### config.mk
export PLATFORM = sky130hd
export DESIGN_NAME = uart_tx_arbiter
export DESIGN_NICKNAME = d
export VERILOG_FILES = /design/src/rtl/uart_tx_arbiter.sv
export SDC_FILE = /design/constraint.sdc
export NUM_CORES = 1
export LEC_CHECK = 0
export BUFFER_PORTS_ARGS = -buffer_cell sky130_fd_sc_hd__buf_2
export CELL_PAD_IN_SITES_DETAIL_PLACEMENT = 1
export CELL_PAD_IN_SITES_GLOBAL_PLACEMENT = 1
export CORE_ASPECT_RATIO = 1.1
export CORE_MARGIN = 2
export CORE_UTILIZATION = 39
export CTS_BUF_LIST = sky130_fd_sc_hd__clkbuf_8
export CTS_CLUSTER_DIAMETER = 200
export CTS_CLUSTER_SIZE = 8
export DETAILED_ROUTE_END_ITERATION = 8
export HOLD_SLACK_MARGIN = 0.15
export PLACE_DENSITY_LB_ADDON = 0.1
export SYNTH_ARGS = -nofsm -noshare
export SYNTH_HDL_FRONTEND = slang
export SYNTH_SLANG_ARGS = --single-unit
### constraint.sdc
create_clock -name clk -period 2.4 [get_ports clk]
set_input_delay 0.12 -clock clk [delete_from_list [all_inputs] [get_ports clk]]
set_output_delay 0.12 -clock clk [all_outputs]
set_load 0.01 [all_outputs]
### src/rtl/uart_tx_arbiter.sv
// Round-robin scheduler that shares one UART transmitter among NUM_REQ clients.
// Latches the winning word, pulses TX_START/GNT, then follows TX_BUSY until the frame ends.
module uart_tx_arbiter #(
    parameter  int DATA_WIDTH  = 4,
    parameter  int NUM_REQ     = 4,
    parameter  int ACK_TIMEOUT = 16,
    localparam int ID_W        = $clog2(NUM_REQ)
) (
    input  logic                          clk,
    input  logic                          rst,
    input  logic [NUM_REQ-1:0]            REQ,
    input  logic [NUM_REQ*DATA_WIDTH-1:0] REQ_DATA,
    input  logic                          TX_BUSY,
    output logic [NUM_REQ-1:0]            GNT,
    output logic [ID_W-1:0]               GNT_ID,
    output logic                          TX_START,
    output logic [DATA_WIDTH-1:0]         TX_DATA,
    output logic                          ARB_BUSY,
    output logic                          TIMEOUT_ERR
);

    localparam int CNT_W = $clog2(ACK_TIMEOUT);
    localparam int IW1   = ID_W + 1;

    typedef enum logic [1:0] {IDLE, LAUNCH, WAIT_ACCEPT, WAIT_DONE} state_t;

    state_t          state_reg;
    logic [ID_W-1:0] ptr_reg;
    logic [CNT_W-1:0] cnt_reg;

    logic [DATA_WIDTH-1:0] req_words [NUM_REQ];
    logic                  pick_valid;
    logic [ID_W-1:0]       pick_id;
    logic [ID_W:0]         cand;

    generate
        for (genvar gi = 0; gi < NUM_REQ; gi++) begin : g_words
            assign req_words[gi] = REQ_DATA[gi*DATA_WIDTH +: DATA_WIDTH];
        end
    endgenerate

    // First asserted request at or above the pointer, wrapping past NUM_REQ-1.
    always_comb begin
        pick_valid = 1'b0;
        pick_id    = '0;
        cand       = '0;
        for (int off = 0; off < NUM_REQ; off++) begin
            cand = {1'b0, ptr_reg} + IW1'(off);
            if (cand >= IW1'(NUM_REQ)) begin
                cand = cand - IW1'(NUM_REQ);
            end
            if (!pick_valid && REQ[cand[ID_W-1:0]]) begin
                pick_valid = 1'b1;
                pick_id    = cand[ID_W-1:0];
            end
        end
    end

    always_ff @(posedge clk or posedge rst) begin
        if (rst) begin
            state_reg   <= IDLE;
            ptr_reg     <= '0;
            cnt_reg     <= '0;
            GNT         <= '0;
            GNT_ID      <= '0;
            TX_START    <= 1'b0;
            TX_DATA     <= '0;
            ARB_BUSY    <= 1'b0;
            TIMEOUT_ERR <= 1'b0;
        end else begin
            GNT         <= '0;
            TX_START    <= 1'b0;
            TIMEOUT_ERR <= 1'b0;
            case (state_reg)
                IDLE: begin
                    if (pick_valid) begin
                        TX_DATA   <= req_words[pick_id];
                        GNT_ID    <= pick_id;
                        GNT       <= NUM_REQ'(1) << pick_id;
                        TX_START  <= 1'b1;
                        ARB_BUSY  <= 1'b1;
                        state_reg <= LAUNCH;
                    end
                end
                LAUNCH: begin
                    ptr_reg   <= (GNT_ID == ID_W'(NUM_REQ - 1)) ? '0 : GNT_ID + 1'b1;
                    cnt_reg   <= '0;
                    state_reg <= WAIT_ACCEPT;
                end
                WAIT_ACCEPT: begin
                    // The launch cycle counts toward the window, so the last wait cycle holds ACK_TIMEOUT-2.
                    if (TX_BUSY) begin
                        state_reg <= WAIT_DONE;
                    end else if (cnt_reg == CNT_W'(ACK_TIMEOUT - 2)) begin
                        TIMEOUT_ERR <= 1'b1;
                        ARB_BUSY    <= 1'b0;
                        state_reg   <= IDLE;
                    end else begin
                        cnt_reg <= cnt_reg + 1'b1;
                    end
                end
                WAIT_DONE: begin
                    if (!TX_BUSY) begin
                        ARB_BUSY  <= 1'b0;
                        state_reg <= IDLE;
                    end
                end
                default: begin
                    ARB_BUSY  <= 1'b0;
                    state_reg <= IDLE;
                end
            endcase
        end
    end

endmodule

==> results.sh, run 1 <==
export IMPL_area_delta_synth_final_pct=21.8
export IMPL_cp_required_ps=2540
export IMPL_cts_tree="built"
export IMPL_design_area_um2=1440
export IMPL_worstHoldEndpoint="TX_DATA[2]"
export IMPL_finalWeightedCongestion=0.742
export IMPL_synth_edf_count=0
export IMPL_avgSynthCellArea_um2=9.86
export IMPL_cellPowerDensity_nw_per_um2=1100
export IMPL_min_path_cells=3
export IMPL_synthDistinctLibCells=31
export IMPL_cts_root_buf="clkbuf_8"
export IMPL_hold_class="input pin to flop"
export IMPL_p_leak_nw=0.724
export IMPL_synth_top_flop_cell="dfrtp_1"
export IMPL_r2r_start="ptr_reg[1]"
export IMPL_track_usage=0.179
export IMPL_core_area_um2=2830
export IMPL_hpwl_um=2230
export IMPL_drc=0
export IMPL_io_pins=36
export IMPL_post_route_util=0.510
export IMPL_cts_buffers=3
export IMPL_die_x_um=56.5
export IMPL_drive_gt1_frac=0.272
export IMPL_netlist_instances=120
export IMPL_clock_path_buffers=2
export IMPL_tightest_slew_ps=791
export IMPL_critical_path_class="flop to flop"
export IMPL_setup_tns_ps=0
export IMPL_grt_pass1_vias=1052
export IMPL_finalPower_mw=1.59
export IMPL_final_common_cell="buf_2"
export IMPL_grt_overflow_total=0
export IMPL_drv_cap=0
export IMPL_layout_setup_ws_ps=397
export IMPL_cts_resized_gates=0
export IMPL_cp_max_fo=13
export IMPL_fmax_mhz=499
export IMPL_grt_max_degree=22
export IMPL_rows=20
export IMPL_synth_top_area_frac=0.444
export IMPL_grt_pass1_wl_um=4800
export IMPL_drv_slew=0
export IMPL_die_area_um2=3490
export IMPL_syn_area_um2=1180
export IMPL_place_ws_ps=395
export IMPL_cts_sinks=21
export IMPL_htree_levels=1
export IMPL_synth_nets=151
export IMPL_via_per_inst=5.39
export IMPL_final_cell_mix="buf_2 (35), dfrtp_1 (21), nand2_1 (13)"
export IMPL_fin_worst_skew_ps=7.17
export IMPL_synthTopCellsByArea="dfrtp_1 (44%), ha_1 (8.5%), mux2i_1 (4.2%)"
export IMPL_diodes=0
export IMPL_r2r_cells=5
export IMPL_critPathArrivalTime_ps=2140
export IMPL_dr_total_vias=1029
export IMPL_period_share=0.835
export IMPL_ys_ff_latch=21
export IMPL_synthArstFlopShare=1.00
export IMPL_end_kind="flop"
export IMPL_wl_per_cell_um=14.6
export IMPL_drt_iter0_drc=13
export IMPL_rr_endpoint="TX_DATA[2]"
export IMPL_start_util=0.419
export IMPL_min_period_ps=2000
export IMPL_synth_warnings=0
export IMPL_slew_headroom=0.472
export IMPL_dieHeight_um=61.8
export IMPL_antenna_found_initial=0
export IMPL_hold_start="REQ_DATA[14]"
export IMPL_regToRegSetupSlack_ps=400
export IMPL_clk_pin_slew_ps=80
export IMPL_cts_hold_buffers=2
export IMPL_antenna_left=0
export IMPL_hold_violations=0
export IMPL_port_buffers=35
export IMPL_yosysSeqAreaShare=0.444
export IMPL_place_area_um2=1370
export IMPL_num_nets_final=190
export IMPL_setup_viol_count_final=0
export IMPL_cts_setup_buffers=0
export IMPL_totalWireLength_um=2790
export IMPL_status="finished clean"
export IMPL_firstDrtPassIters=4
export IMPL_worst_ir_drop_vdd_uv=541
export IMPL_crit_path_start_kind="flop"
export IMPL_clk_latency_ps=270
export IMPL_yosysTopAreaCell="dfrtp_1"
export IMPL_rsz0062_at_grt="no"
[logic make-up after synthesis]
logic type | after synthesis | share of synthesized area
compound gates | 26 | 0.167
mux | 6 | 0.0518
flops | 21 | 0.444
xor+xnor | 2 | 0.0148
fa+ha+maj | 8 | 0.0846
simple gates | 48 | 0.196
buf+inv | 9 | 0.0423
[routing by layer]
metal	vias up	track usage	part of all wire
met4	0	0.0510	0.0093
met1	505	0.219	0.45
met3	4	0.0311	0.037
met2	19	0.331	0.50
li1	501	-	-
met5	-	0	0
[synth_stat cells (2+ instances only)]
cell	instances
dfrtp_1	21
nand2_1	13
nor2_1	12
ha_1	8
o21ai_0	8
inv_1	6
nor3_1	6
mux2i_1	5
nand2b_1	5
a211oi_1	4
nand3_1	4
a2111oi_0	3
a21oi_1	2
and3_1	2
buf_6	2
nor2b_1	2
o22a_1	2
xor2_1	2
[critical path, stage by stage, from the launching register on]
cell       delay [ps]
dfrtp_1           470
mux2i_1           210
nor2_1            100
or3_4             470
a2111oi_0         520
a211oi_1           90
[stage by stage]
step	instances	hold WS, ps
2_1_floorplan	120	96.5
3_5_place_dp	185	320
6_report	191	176
5_1_grt	191	198
4_1_cts	191	176
3_3_place_gp	185	307
[worst max-delay path by stage]
stage	cells after the start	startpoint	slack, ps	endpoint
finish	5	ptr_reg[1]	400	TX_DATA[2]
global route	5	ptr_reg[1]	250	TX_DATA[2]
CTS	5	ptr_reg[1]	380	TX_DATA[2]
detailed placement	5	ptr_reg[1]	400	TX_DATA[2]
global placement	5	ptr_reg[1]	520	TX_DATA[2]
floorplan	7	ptr_reg[1]	650	TX_DATA[0]
[layout make-up]
type | count | area, um^2
timing repair buffer | 37 | 195
tap | 33 | 41.3
clock buffer | 3 | 41.3
multi-input combinational | 90 | 608
fill | 334 | 1390
sequential | 21 | 526
inverter | 6 | 22.5
clock inverter | 1 | 7.51
[report_power, final]
part	total, mW	internal (mW)	switching, mW
registers	0.595	0.488	0.106
clock network	0.242	0.117	0.124
logic	0.752	0.318	0.434
No activity file was read; power rests on OpenSTA's default activity.
==> inputs of run 2 (changes only) <==
--- a/config.mk
+++ b/config.mk
@@ -5,12 +5,13 @@
 export SDC_FILE = /design/constraint.sdc
 export NUM_CORES = 1
 export LEC_CHECK = 0
+export ABC_AREA = 1
 export BUFFER_PORTS_ARGS = -buffer_cell sky130_fd_sc_hd__buf_2
 export CELL_PAD_IN_SITES_DETAIL_PLACEMENT = 1
 export CELL_PAD_IN_SITES_GLOBAL_PLACEMENT = 1
 export CORE_ASPECT_RATIO = 1.1
 export CORE_MARGIN = 2
-export CORE_UTILIZATION = 39
+export CORE_UTILIZATION = 38
 export CTS_BUF_LIST = sky130_fd_sc_hd__clkbuf_8
 export CTS_CLUSTER_DIAMETER = 200
 export CTS_CLUSTER_SIZE = 8
==> constraint.sdc (replaced) <==
create_clock -name clk -period 2 [get_ports clk]
set_input_delay 0.1 -clock clk [delete_from_list [all_inputs] [get_ports clk]]
set_output_delay 0.1 -clock clk [all_outputs]
set_load 0.01 [all_outputs]
==> run 2 against run 1 <==
- critical path depth up 8
- first-iteration DRC count rose to 3.7 times the previous value
- critical endpoint is now TX_DATA[1]
- synthesized area grew 16%
- highest routed layer unchanged
- clock power rose by 16%
- largest power group unchanged
- die area rose by 18%
- largest cell class unchanged
- non-clock buffer count increased by 11
- worst setup slack worse by 260 ps
==> results.sh, run 2 <==
export IMPL_yosysSeqAreaShare=0.383
export IMPL_port_buffers=35
export IMPL_drv_slew=0
export IMPL_worst_ir_drop_vdd_uv=681
export IMPL_start_util=0.406
export IMPL_cp_required_ps=2210
export IMPL_dieHeight_um=67.1
export IMPL_diodes=0
export IMPL_fmax_mhz=537
export IMPL_finalPower_mw=3.27
export IMPL_cts_tree="built"
export IMPL_clk_pin_slew_ps=80
export IMPL_end_kind="flop"
export IMPL_finalWeightedCongestion=0.821
export IMPL_track_usage=0.190
export IMPL_num_nets_final=275
export IMPL_hold_class="input pin to flop"
export IMPL_synth_most_common_cell="nand2_1"
export IMPL_yosysTopAreaCell="dfrtp_1"
export IMPL_cp_max_fo=6
export IMPL_firstDrtPassIters=4
export IMPL_synth_top_area_frac=0.383
export IMPL_setup_viol_count_final=0
export IMPL_ys_ff_latch=21
export IMPL_pwr_share_seq=0.221
export IMPL_grt_pass1_wl_um=5930
export IMPL_drc=0
export IMPL_fin_hold_ws_ps=233
export IMPL_hold_violations=0
export IMPL_cellPowerDensity_nw_per_um2=1860
export IMPL_synth_top_flop_cell="dfrtp_1"
export IMPL_htree_levels=1
export IMPL_core_area_um2=3390
export IMPL_p_comb_frac=0.693
export IMPL_slew_headroom=0.474
export IMPL_clk_latency_ps=260
export IMPL_wl_per_cell_um=12.9
export IMPL_synthTopCellsByArea="dfrtp_1 (38%), nand2_1 (23%), ha_1 (7.3%)"
export IMPL_switching_share=0.506
export IMPL_avgSynthCellArea_um2=7.12
export IMPL_antenna_left=0
export IMPL_place_area_um2=1610
export IMPL_fin_worst_skew_ps=1.02
export IMPL_clock_path_buffers=2
export IMPL_dp_cells=277
export IMPL_final_cells=291
export IMPL_totalWireLength_um=3750
export IMPL_p_int_mw=1.62
export IMPL_synthDistinctLibCells=23
export IMPL_area_delta_synth_final_pct=27.9
export IMPL_synth_warnings=0
export IMPL_synth_edf_count=0
export IMPL_cts_root_buf="clkbuf_8"
export IMPL_design_area_um2=1760
export IMPL_p_sw_mw=1.65
export IMPL_cts_buffers=3
export IMPL_final_cell_mix="nand2_1 (83), buf_2 (35), dfrtp_1 (20)"
export IMPL_die_area_um2=4110
export IMPL_via_per_inst=4.86
export IMPL_grt_max_degree=22
export IMPL_die_x_um=61.3
export IMPL_critical_path_class="flop to flop"
export IMPL_critPathArrivalTime_ps=2070
export IMPL_drt_iter0_drc=48
export IMPL_grt_overflow_total=0
export IMPL_status="finished clean"
export IMPL_io_pins=36
export IMPL_p_leak_nw=1.02
export IMPL_grt_pass1_vias=1413
export IMPL_pwr_share_clk=0.086
export IMPL_regToRegSetupSlack_ps=140
export IMPL_tightest_slew_ps=788
export IMPL_synth_commonest_cells="nand2_1 (83), dfrtp_1 (21), inv_1 (17), nand3_1 (16), ha_1 (8)"
export IMPL_syn_area_um2=1370
export IMPL_min_period_ps=1860
export IMPL_dr_total_vias=1414
export IMPL_synth_nets=224
export IMPL_period_share=0.931
export IMPL_rows=22
export IMPL_crit_path_start_kind="flop"
export IMPL_post_route_util=0.519
export IMPL_hpwl_um=2900
export IMPL_final_common_cell="nand2_1"
export IMPL_cts_sinks=21
export IMPL_synthArstFlopShare=1.00
export IMPL_drive_gt1_frac=0.284
export IMPL_antenna_found_initial=0
export IMPL_netlist_instances=193
export IMPL_drv_cap=0
[run 2: cell count changes in the layout (fill, tap and decap cells not counted), sizes merged, moves of 5 or more]
cell,previous run,this run
mux2i,5,0
nand3,4,17
nand2b,5,0
a21oi,3,8
nand2,13,89
inv,6,20
buf,35,46
[run 2: power groups by stage]
stage                     logic [mW]  clock network, mW  registers (mW)
after floorplan                 1.41                  0           0.748
after global placement          1.90                  0           0.714
after detailed placement        1.98                  0           0.729
after CTS                       1.99              0.282           0.721
after global routing            2.56              0.300           0.743
final                           2.27              0.280           0.724
[run 2: final cells by class]
type / instances / area, um^2
fill: 458 / 1630
multi-input combinational: 150 / 768
sequential: 21 / 527
timing repair buffer: 48 / 278
inverter: 20 / 77.6
tap: 48 / 60.1
clock buffer: 3 / 41.3
clock inverter: 1 / 5.00
[run 2: kinds of logic after synthesis]
| family | count (synthesis) | synth area share |
|---|---|---|
| adders and majority gates | 8 | 0.0729 |
| xor gates and xnor gates | 2 | 0.0128 |
| buffers and inverters | 22 | 0.0683 |
| AOI/OAI and AO/OA | 18 | 0.0720 |
| DFF | 21 | 0.383 |
| and+or+nand+nor | 122 | 0.392 |
[run 2: path summary, 6_finish.rpt]
check / startpoint / endpoint / cells past startpoint
max: ptr_reg[0] / TX_DATA[1] / 13
min: REQ_DATA[8] / TX_DATA[0] / 7
max reg2reg: ptr_reg[0] / TX_DATA[1] / 13
min reg2reg: TX_DATA[0] / TX_DATA[0] / 2
max in group asynchronous: rst / ptr_reg[0] / 3
min in group asynchronous: rst / TX_DATA[3] / 3
[run 2: critical path, cell delays in order (launching register included)]
cell      delay, ps
dfrtp_2         450
buf_4           180
nand2_1          90
nand3_1         100
nand2_2         130
nor2_2           70
a21boi_1        120
nand2_1         100
nor2_4          150
buf_4           140
nand2_1          50
nand2_1          80
nand2_1          70
nand2_1          60
[run 2: timing repair]
item,CTS,global route
setup endpoints to repair,0,7
hold buffers,2,0
resized for setup,0,6
setup buffers,0,8
hold endpoints to repair,22,0
[run 2: per-layer routing]
layer  track usage  wire length (um)  vias to the layer above
met5             0                 0                        -
met4        0.0479                39                        0
met3        0.0291               139                        4
met2         0.340              1950                       26
met1         0.232              1620                      677
li1              -                 -                      707
[run 2: metrics by stage]
step | TNS (ps) | setup slack [ps]
after detailed placement | 0 | 88.5
after global routing | -35.2 | -22.3
after floorplan | 0 | 395
after CTS | 0 | 76.4
final | 0 | 138
after global placement | 0 | 167
==> inputs of run 3 (changes only) <==
==> config.mk (replaced) <==
export PLATFORM = sky130hd
export DESIGN_NAME = uart_tx_arbiter
export DESIGN_NICKNAME = d
export VERILOG_FILES = /design/src/rtl/uart_tx_arbiter.sv
export SDC_FILE = /design/constraint.sdc
export NUM_CORES = 1
export LEC_CHECK = 0
export ABC_AREA = 1
export BUFFER_PORTS_ARGS = -buffer_cell sky130_fd_sc_hd__buf_2
export CORE_ASPECT_RATIO = 1.1
export CORE_MARGIN = 2
export CORE_UTILIZATION = 54
export CTS_BUF_LIST = sky130_fd_sc_hd__clkbuf_8
export CTS_CLUSTER_DIAMETER = 200
export CTS_CLUSTER_SIZE = 8
export DETAILED_ROUTE_END_ITERATION = 8
export HOLD_SLACK_MARGIN = 0.15
export PLACE_DENSITY = 0.81
export SYNTH_ARGS = -nofsm -noshare
export SYNTH_HDL_FRONTEND = slang
export SYNTH_SLANG_ARGS = --single-unit
==> run 3 against run 2 <==
- power decreased by 7.6%
- count of clock-buffer cells in the layout is the same
- clock power about the same
==> results.sh, run 3 (same netlist as run 2, synthesis figures left out) <==
export IMPL_crit_path_start_kind="flop"
export IMPL_htree_levels=1
export IMPL_period_share=0.896
export IMPL_grt_max_degree=22
export IMPL_drc=0
export IMPL_fin_worst_skew_ps=7.08
export IMPL_hold_class="input pin to flop"
export IMPL_grt_pass1_wl_um=5030
export IMPL_clock_path_buffers=2
export IMPL_area_delta_synth_final_pct=23.7
export IMPL_die_area_um2=2960
export IMPL_num_nets_final=272
export IMPL_min_period_ps=1790
export IMPL_critical_path_class="flop to flop"
export IMPL_cts_sinks=21
export IMPL_regToRegSetupSlack_ps=210
export IMPL_setup_viol_count_final=0
export IMPL_tightest_slew_ps=771
export IMPL_drt_iter0_drc=26
export IMPL_io_pins=36
export IMPL_worst_ir_drop_vdd_uv=1140
export IMPL_dieHeight_um=56.9
export IMPL_firstDrtPassIters=4
export IMPL_grt_pass1_vias=1239
export IMPL_clk_latency_ps=270
export IMPL_slew_headroom=0.485
export IMPL_antenna_found_initial=0
export IMPL_drv_slew=0
export IMPL_track_usage=0.225
export IMPL_cts_tree="built"
export IMPL_p_leak_nw=0.995
export IMPL_core_area_um2=2450
export IMPL_finalPower_mw=3.02
export IMPL_drv_cap=0
export IMPL_crit_family="simple AND/OR/NAND/NOR gates"
export IMPL_worst_path_buf_inv=2
export IMPL_dr_total_vias=1344
export IMPL_fin_hold_ws_ps=214
export IMPL_via_per_inst=4.96
export IMPL_cts_buffers=3
export IMPL_port_buffers=35
export IMPL_status="finished clean"
export IMPL_path_cells="inv_4, nand2_1, nand2_1, nand2_1, nand2_1, nor2_1, a21boi_1, nand2_1, nor2_4, inv_2, nand2_1, nand2_1, nand2_1, nand2_1"
export IMPL_cp_max_fo=9
export IMPL_final_cell_mix="nand2_1 (83), buf_2 (35), dfrtp_1 (20)"
export IMPL_start_util=0.561
export IMPL_end_kind="flop"
export IMPL_slowest_delay_ps=470
export IMPL_cpMostUsedCell="nand2_1"
export IMPL_wl_per_cell_um=10.9
export IMPL_die_x_um=52.1
export IMPL_final_common_cell="nand2_1"
export IMPL_slowest_stage="dfrtp_2"
export IMPL_cellPowerDensity_nw_per_um2=1780
export IMPL_cts_root_buf="clkbuf_8"
export IMPL_cp_required_ps=2160
export IMPL_finalWeightedCongestion=0.882
export IMPL_drive_gt1_frac=0.263
export IMPL_totalWireLength_um=2950
export IMPL_hold_violations=0
export IMPL_critPathArrivalTime_ps=1950
export IMPL_r2r_cells=14
export IMPL_critical_path_depth=14
export IMPL_antenna_left=0
export IMPL_diodes=0
export IMPL_grt_overflow_total=0
export IMPL_min_path_cells=7
export IMPL_hpwl_um=2290
export IMPL_fmax_mhz=558
export IMPL_clk_pin_slew_ps=80
export IMPL_rows=19
==> run 3: worst paths after layout <==
path | startpoint | end
max in group asynchronous | rst | ptr_reg[0]
worst min-delay path | REQ_DATA[8] | TX_DATA[0]
worst max-delay path | ptr_reg[0] | TX_DATA[3]
min in group asynchronous | rst | TX_DATA[2]
worst min register to register | TX_DATA[1] | TX_DATA[1]
worst max register to register | ptr_reg[0] | TX_DATA[3]
==> run 3: final cells by class <==
class	instances	area [um^2]
tap	31	38.8
inverter	20	77.6
fill	220	749
clock inverter	1	5.00
clock buffer	3	41.3
multi-input combinational	150	754
sequential	21	527
timing repair buffer	45	255
==> run 3: through the flow <==
step	cell area, um^2	util	setup TNS (ps)	std cells	worst slack (ps)
after detailed placement	1600	0.653	0	261	117
after global routing	1700	0.694	-125	271	-50.4
after CTS	1670	0.680	0	267	112
final	1700	0.694	0	271	208
after floorplan	1370	-	0	193	395
after global placement	1600	0.653	0	261	116
==> run 3: power breakdown <==
part	internal, mW	total (mW)	switching [mW]
Clock	0.139	0.282	0.143
Combinational	0.780	2.01	1.23
Sequential	0.598	0.727	0.129
==> run 3: worst register-to-register path: stages, from the launching register on <==
cell	delay [ps]
dfrtp_2	470
inv_4	110
nand2_1	50
nand2_1	110
nand2_1	60
nand2_1	90
nor2_1	70
a21boi_1	120
nand2_1	100
nor2_4	190
inv_2	90
nand2_1	70
nand2_1	50
nand2_1	50
nand2_1	60
==> run 3: what timing repair did <==
item	in CTS	in global routing
endpoints found under the setup margin	0	13
hold endpoints to repair	22	0
gates resized for setup	0	2
setup buffers	0	4
hold buffers	2	0
==> run 3: routing by layer <==
layer	vias up	share of wire	track usage	routed length, um
met3	5	0.058	0.0319	171
met5	-	0	0	0
li1	703	-	-	-
met4	0	0.017	0.117	51
met2	37	0.48	0.363	1410
met1	599	0.45	0.290	1320
